File: src/rtl/uart_pkg.sv
// Shared UART definitions: state encoding, frame geometry and baud divider derivation.
// TX and RX both take their timing from these functions so their bit periods agree.
package uart_pkg;

  localparam int DATA_BITS = 8;

  typedef enum logic [2:0] {
    IDLE   = 3'd0,
    START  = 3'd1,
    DATA   = 3'd2,
    PARITY = 3'd3,
    STOP   = 3'd4
  } uart_state_e;

  // Terminal count of a divider that ticks once per bit period.
  function automatic int bit_div(input int clk_freq, input int baud_rate);
    return clk_freq / baud_rate - 1;
  endfunction

  // Terminal count for the receiver's 16x oversampling tick.
  function automatic int ovs_tick_div(input int clk_freq, input int baud_rate);
    return clk_freq / (baud_rate * 16) - 1;
  endfunction

  function automatic int cnt_width(input int max_val);
    return (max_val < 1) ? 1 : $clog2(max_val + 1);
  endfunction

endpackage

File: src/rtl/uart_baud_gen.sv
// Free-running divider: tick_o is high for one clock when the count reaches DIV, only while en_i.
// clr_i or a tick restarts the count at zero; with en_i low the count holds.
module uart_baud_gen
  import uart_pkg::*;
#(
  parameter int DIV = 433
) (
  input  logic clk,
  input  logic rst_n,
  input  logic en_i,
  input  logic clr_i,
  output logic tick_o
);

  localparam int CW = cnt_width(DIV);

  logic [CW-1:0] cnt_q, cnt_d;

  assign tick_o = en_i && (cnt_q == CW'(DIV));

  always_comb begin
    cnt_d = cnt_q;
    if (clr_i || tick_o) begin
      cnt_d = '0;
    end else if (en_i) begin
      cnt_d = cnt_q + 1'b1;
    end
  end

  always_ff @(posedge clk) begin
    if (!rst_n) begin
      cnt_q <= '0;
    end else begin
      cnt_q <= cnt_d;
    end
  end

endmodule

File: src/rtl/uart_tx_rtl.sv
// UART transmitter: one byte per valid/ready handshake, start + 8 data LSB first + optional parity + 1/2 stop bits.
// txd falls on the handshake edge; tx_ready is low for the whole frame, so producers simply stall.
module uart_tx_rtl
  import uart_pkg::*;
#(
  parameter int CLK_FREQ   = 50_000_000,
  parameter int BAUD_RATE  = 115200,
  parameter int PARITY_EN  = 0,
  parameter int PARITY_ODD = 0,
  parameter int STOP_BITS  = 1
) (
  input  logic       clk,
  input  logic       rst_n,
  input  logic [7:0] tx_data,
  input  logic       tx_valid,
  output logic       tx_ready,
  output logic       txd,
  output logic       busy
);

  localparam int BIT_DIV = bit_div(CLK_FREQ, BAUD_RATE);
  localparam int BCW     = $clog2(DATA_BITS);

  generate
    if (STOP_BITS < 1 || STOP_BITS > 2) begin : g_bad_stop_bits
      $error("uart_tx_rtl: STOP_BITS must be 1 or 2, got %0d", STOP_BITS);
    end
  endgenerate

  uart_state_e    state_q, state_d;
  logic [7:0]     shift_q, shift_d;
  logic [BCW-1:0] bit_cnt_q, bit_cnt_d;
  logic           stop_cnt_q, stop_cnt_d;
  logic           parity_q, parity_d;
  logic           txd_q, txd_d;
  logic           handshake;
  logic           bit_tick;

  assign tx_ready  = (state_q == IDLE);
  assign busy      = ~tx_ready;
  assign handshake = tx_valid && tx_ready;
  assign txd       = txd_q;

  uart_baud_gen #(
    .DIV (BIT_DIV)
  ) u_baud (
    .clk    (clk),
    .rst_n  (rst_n),
    .en_i   (busy),
    .clr_i  (handshake),
    .tick_o (bit_tick)
  );

  always_comb begin
    state_d    = state_q;
    shift_d    = shift_q;
    bit_cnt_d  = bit_cnt_q;
    stop_cnt_d = stop_cnt_q;
    parity_d   = parity_q;
    txd_d      = 1'b1;

    case (state_q)
      IDLE: begin
        if (handshake) begin
          shift_d    = tx_data;
          parity_d   = (^tx_data) ^ (PARITY_ODD != 0);
          bit_cnt_d  = '0;
          stop_cnt_d = 1'b0;
          state_d    = START;
        end
      end
      START: begin
        if (bit_tick) begin
          bit_cnt_d = '0;
          state_d   = DATA;
        end
      end
      DATA: begin
        if (bit_tick) begin
          shift_d   = shift_q >> 1;
          bit_cnt_d = bit_cnt_q + 1'b1;
          if (bit_cnt_q == BCW'(DATA_BITS - 1)) begin
            state_d = (PARITY_EN != 0) ? PARITY : STOP;
          end
        end
      end
      PARITY: begin
        if (bit_tick) begin
          state_d = STOP;
        end
      end
      STOP: begin
        if (bit_tick) begin
          if (stop_cnt_q == 1'(STOP_BITS - 1)) begin
            stop_cnt_d = 1'b0;
            state_d    = IDLE;
          end else begin
            stop_cnt_d = stop_cnt_q + 1'b1;
          end
        end
      end
      default: begin
        state_d    = IDLE;
        bit_cnt_d  = '0;
        stop_cnt_d = 1'b0;
      end
    endcase

    // txd is registered from the next state so the line changes on the same edge as the state.
    case (state_d)
      START:   txd_d = 1'b0;
      DATA:    txd_d = shift_d[0];
      PARITY:  txd_d = parity_d;
      default: txd_d = 1'b1;
    endcase
  end

  always_ff @(posedge clk) begin
    if (!rst_n) begin
      state_q    <= IDLE;
      shift_q    <= '0;
      bit_cnt_q  <= '0;
      stop_cnt_q <= 1'b0;
      parity_q   <= 1'b0;
      txd_q      <= 1'b1;
    end else begin
      state_q    <= state_d;
      shift_q    <= shift_d;
      bit_cnt_q  <= bit_cnt_d;
      stop_cnt_q <= stop_cnt_d;
      parity_q   <= parity_d;
      txd_q      <= txd_d;
    end
  end

endmodule

File: config.mk
export PLATFORM = sky130hd
export DESIGN_NAME = uart_tx_rtl
export DESIGN_NICKNAME = d
export VERILOG_FILES = /design/src/rtl/uart_pkg.sv /design/src/rtl/uart_baud_gen.sv /design/src/rtl/uart_tx_rtl.sv
export SDC_FILE = /design/constraint.sdc
export NUM_CORES = 1
export LEC_CHECK = 0
export CAP_MARGIN = 20
export CORE_MARGIN = 10
export CORE_UTILIZATION = 55
export DETAILED_ROUTE_END_ITERATION = 8
export PLACE_DENSITY = 0.79
export SLEW_MARGIN = 10
export SYNTH_ARGS = -nofsm -noshare
export SYNTH_HDL_FRONTEND = slang
export SYNTH_HIERARCHICAL = 1
export SYNTH_SLANG_ARGS = --single-unit
File: constraint.sdc
create_clock -name clk -period 2.8 [get_ports clk]
set_clock_uncertainty 0.1 [all_clocks]
set_input_delay 0.56 -clock clk [delete_from_list [all_inputs] [get_ports clk]]
set_output_delay 0.56 -clock clk [all_outputs]
set_load 0.05 [all_outputs]
# Yosys cells after proc, flatten, opt, wreduce, memory -nomap -nowiden
# Cells that the tools add are included.
# word_totals
regBits	26
input_bits	11
out_inout_bits	3
word_cells	62
# op_classes
n_addsub	3
eq_ne	13
n_mux	22
bitwise_logic	4
reduce_logical	12
# ops
cell	count
two-way mux 3 bit	10
two-way mux 8 bit	2
case mux 8 bit (2 select lines)	1
case mux 3 bit (5 select lines)	1
equality test 3 x 2 -> 1 bit, second input constant	4
case mux 3 bit (4 select lines)	1
adder 9 x 1 -> 9 bit, second input constant	1
equality test 9 bit, second input constant	1
!= test 2 x 1 -> 1 bit, second input constant	4
parity 8 bit	1
equality test 3 x 1 -> 1 bit, second input constant	2
equality test 3 bit, second input constant	2
case mux 1 bit (3 select lines)	2
AND reduction 3 bit	2
two-way mux 1 bit	5
inverter 1 bit	4
AND reduction 4 bit	1
OR reduction 2 bit	2
adder 3 x 1 -> 3 bit, second input constant	1
zero test 3 bit	1
OR reduction 3 bit	1
logical AND 1 bit	2
nonzero test 2 bit	1
adder 1 bit, second input constant	1
logical OR 1 bit	1

# Depth between registers and ports, before layout
# logic_depth
depth_word	7
ltp_mapped	10
ltp_nobuf	9

# Hierarchy
# Netlist, hierarchy kept.
# modules_own_cells
mod	instances	cells_each	area_per_inst_um2	seq_area_each_um2
uart_tx_rtl	1	98	908.4	320.3
uart_baud_gen	1	53	459.2	180.2

# Worst setup path after synthesis
# No wires, ideal clock.
# synth_timing
kind	register -> register
startpoint	register state_q[2]
endpoint	register shift_q[1]
arrival_ns	2.528
t_required_ns	2.565
slack_ns	0.037
stages_incl_launch_ff	10
n_path_buf	2
period_less_slack_ns	2.763
cell_sequence	dfxtp_1 clkbuf_1 or3_1 nand3_1 nor2_1 mux2i_1 or3_1 buf_4 a22oi_2 a21oi_1
# synth_between
elab_chain_cells	5
# synth_rtl
item	line_no	source
from (decl)	uart_tx_rtl.sv:30	uart_state_e state_q, state_d;
from (signal assigned)	uart_tx_rtl.sv:127	state_q <= state_d;
zero test 3 bit	uart_tx_rtl.sv:39	assign tx_ready = (state_q == IDLE);
inverter 1 bit	uart_tx_rtl.sv:40	assign busy = ~tx_ready;
net busy	uart_tx_rtl.sv:18	output logic busy
logical AND 1 bit	uart_baud_gen.sv:19	assign tick_o = en_i && (cnt_q == CW'(DIV));
net bit_tick	uart_tx_rtl.sv:37	logic bit_tick;
!= test 2 x 1 -> 1 bit (no line)	--	
AND reduction 3 bit (no line)	--	
to (signal assigned)	uart_tx_rtl.sv:128	shift_q <= shift_d;
to (decl)	uart_tx_rtl.sv:31	logic [7:0] shift_q, shift_d;
# The timed path passes the listed nets, and every way through them passes these cells.
# A chain may end at the register's enable or synchronous reset.

# Worst setup path after layout
# layout_timing
startpoint	register state_q[2]
endpoint	output port busy
# layout_between
elab_chain_cells	2
# layout_rtl
item	line_no
zero test 3 bit	uart_tx_rtl.sv:39
inverter 1 bit	uart_tx_rtl.sv:40
to (decl)	uart_tx_rtl.sv:18
# Every way passes these cells.

==> flow_summary.yaml <==
timing:
  rsz0062_at_grt: "no"
  layout_setup_ws_ps: 223
  setup_tns_ps: 0
  finalMaxSlewViolations: 0
  fmax_mhz: 388
  post-route-min-period_ps: 2580
  slew_headroom: 0.669
  period_share: 0.920
  setup_viol: 0
  hold_viol: 0
  worst_slew_pin_slew_ps: 495
finish:
  num_antenna_cells: 0
  syn_to_final_growth_pct: 13.8
  final_cells: 197
  nNetsFinal: 183
  fin_util: 0.640
  final_layout_size_suffix_gt1_frac: 0.144
synth:
  avgSynthCellArea_um2: 9.06
  synth-seq-area-share: 0.366
  synth_fp_nets: 166
  async_flop_share: 0
  syn_inst: 151
  ys_top_cells_by_area: "dfxtp_1 (37%), a22oi_2 (7.3%), a21oi_1 (5.1%)"
  synth.cell_area_um2: 1370
  yosys.cell_types.count: 43
  synth-seq-cells: 25
  ys.flop_type: "dfxtp_1"
  netlist.top_cell.by_area: "dfxtp_1"
  ys_warn_count: 6
  synth_enable_flop_cells: 0
  synth_top_area_frac: 0.366
clocking:
  numCtsBuffers: 3
  cts_buffer_depth: 2
  worstSkewPairLatency_ps: 310
  tritoncts: "done"
  cts_setup_buffers: 0
  htreeDepth: 1
  cts_hold_buffers: 0
  post_cts_resized: 0
  clock-root-buffer: "clkbuf_4"
  cts.sinks: 25
  cts.clk_slew.worst_paths_ps: 140
route:
  firstDrtPassIters: 4
  wl_per_cell_um: 13.9
  drt_iter0_markers: 48
  drcViolationCount: 0
  vias: 1158
  ant_nets: 0
  drt_wl_total_mm: 2.73
  via_per_inst: 5.88
  wl_met2_mm: 1.36
  wl_met3_um: 101
  top_layer: "met4"
  wl_met1_mm: 1.25
critical_path:
  critPathCaptureType: "output port"
  critPathBufInv: 1
  cp_top_family: "buffers and inverters"
  path_cells: "or3_1 -> clkdlybuf4s50_1"
  start_kind: "flop"
  crit_required_ps: 2140
  worstPathMaxFanout: 9
  slowest_delay_ps: 760
  crit_slowest_cell: "clkdlybuf4s50_1"
  critical_path_class: "reg2out"
  arrival_ps: 1920
  regToRegSetupSlack_ps: 350
floorplan:
  start_util: 0.562
  core_um2: 2430
  ios: 14
  dieHeight_um: 69.9
  rows: 18
  die_width_um: 69.9
  dieArea_um2: 4880
placed_design:
  dp_hpwl_mm: 2.08
  numPortBuffers: 13
  gp_congestion: 0.786
  dp.cells: 193
  dp_slack_ps: 407
power_and_ir_drop:
  total_power_mw: 0.666
  powerDensity_nw_per_um2: 428
  vdd_drop_max_uv: 309
  p_leak_nw: 0.534
grt:
  grt_start_max_net_pins: 15
  antenna_found_initial: 0
  grtUsageTotal: 0.109
  grt_pass1_wl_mm: 4.75
  grt_pass1_vias: 1098
  overflow: 0
status:
  status: "finished, final reports clean"
job:
  maxCapViolations: 0
hold_path:
  hold_path_class: "reg2reg"
## synth_stat cells, types with 3 or more instances
master and n:
nand3b_1 3, or3_1 4, ha_1 4, a22oi_2 8
o21ai_0 3, nand3_1 8, inv_1 4, xor2_1 3
xnor2_1 8, nor2_1 10, nand2_1 15, a21oi_1 14
dfxtp_1 25
## routing by layer
| layer | vias to the layer above | GRT usage |
|---|---|---|
| met2 | 20 | 0.198 |
| met3 | 2 | 0.0212 |
| met1 | 553 | 0.126 |
| li1 | 583 | - |
| met4 | 0 | 0.0285 |
| met5 | - | 0 |
## through the flow
step,hold slack [ps],instance area [um^2]
after CTS,386,1560
after detailed placement,360,1530
after global placement,351,1530
final,382,1560
after global routing,399,1560
after floorplan,340,1370
## cell usage in the layout, fill, tap and decap left out, types with 2 or more instances in the layout
cell type        synthesis  layout
nand3_1                  8       8
a21oi_2                  2       2
nand3b_1                 3       3
clkbuf_4                 0       3
nor2_1                  10      10
a211oi_1                 2       2
a21oi_1                 14      14
clkdlybuf4s50_1          0      12
buf_4                    2       8
a22oi_2                  8       8
a21o_1                   2       2
a41oi_1                  2       2
nand2b_1                 2       2
or3b_1                   2       2
dfxtp_1                 25      25
xnor2_1                  8       8
o21ai_0                  3       3
or2b_1                   2       2
inv_1                    4       4
or3_1                    4       4
xor2_1                   3       3
nand2_1                 15      15
o21ai_1                  2       2
ha_1                     4       4
## area by class of cell
cell class | count | area [um^2]
timing repair buffer | 20 | 180
clock buffer | 4 | 26.3
tap | 30 | 37.5
multi-input combinational | 114 | 797
sequential | 25 | 500
fill | 204 | 876
inverter | 4 | 15.0
## state kept, by name, indices dropped and copies added (netlist names)
| register | cells |
|---|---|
| state_q | 3 |
| txd | 1 |
| u_baud/cnt_q | 9 |
| shift_q | 8 |
| parity_q | 1 |
| bit_cnt_q | 3 |
## power breakdown
| part | internal (mW) | leakage, nW | switching, mW |
|---|---|---|---|
| Clock | 0.0555 | 0.0150 | 0.103 |
| Combinational | 0.0593 | 0.315 | 0.0691 |
| Sequential | 0.370 | 0.204 | 0.00902 |
## path summary, 6_finish.rpt
path	from	to	cells past startpoint
setup / recovery	state_q[2]	busy	2
hold / removal	shift_q[6]	shift_q[5]	2
setup reg to reg	u_baud/cnt_q[1]	bit_cnt_q[1]	10
hold reg to reg	shift_q[6]	shift_q[5]	2
## cell families after synthesis
family / after synthesis / share of synthesized area
flip-flops: 25 / 0.366
AND/OR/NAND/NOR: 55 / 0.228
adder cells (fa/ha/maj): 4 / 0.0366
multiplexers: 1 / 0.00732
XOR/XNOR: 11 / 0.0705
buffers and inverters: 12 / 0.0512
AO/OA/AOI/OAI: 43 / 0.241
## tightest hold or removal path: cells and delay by family, from the launching register on
| kind | cells | cell delay [ps] |
|---|---|---|
| AOI/OAI and AO/OA | 1 | 50 |
| DFF | 1 | 350 |
| and+or+nand+nor | 1 | 60 |
Power figures use the tool's default switching activity.
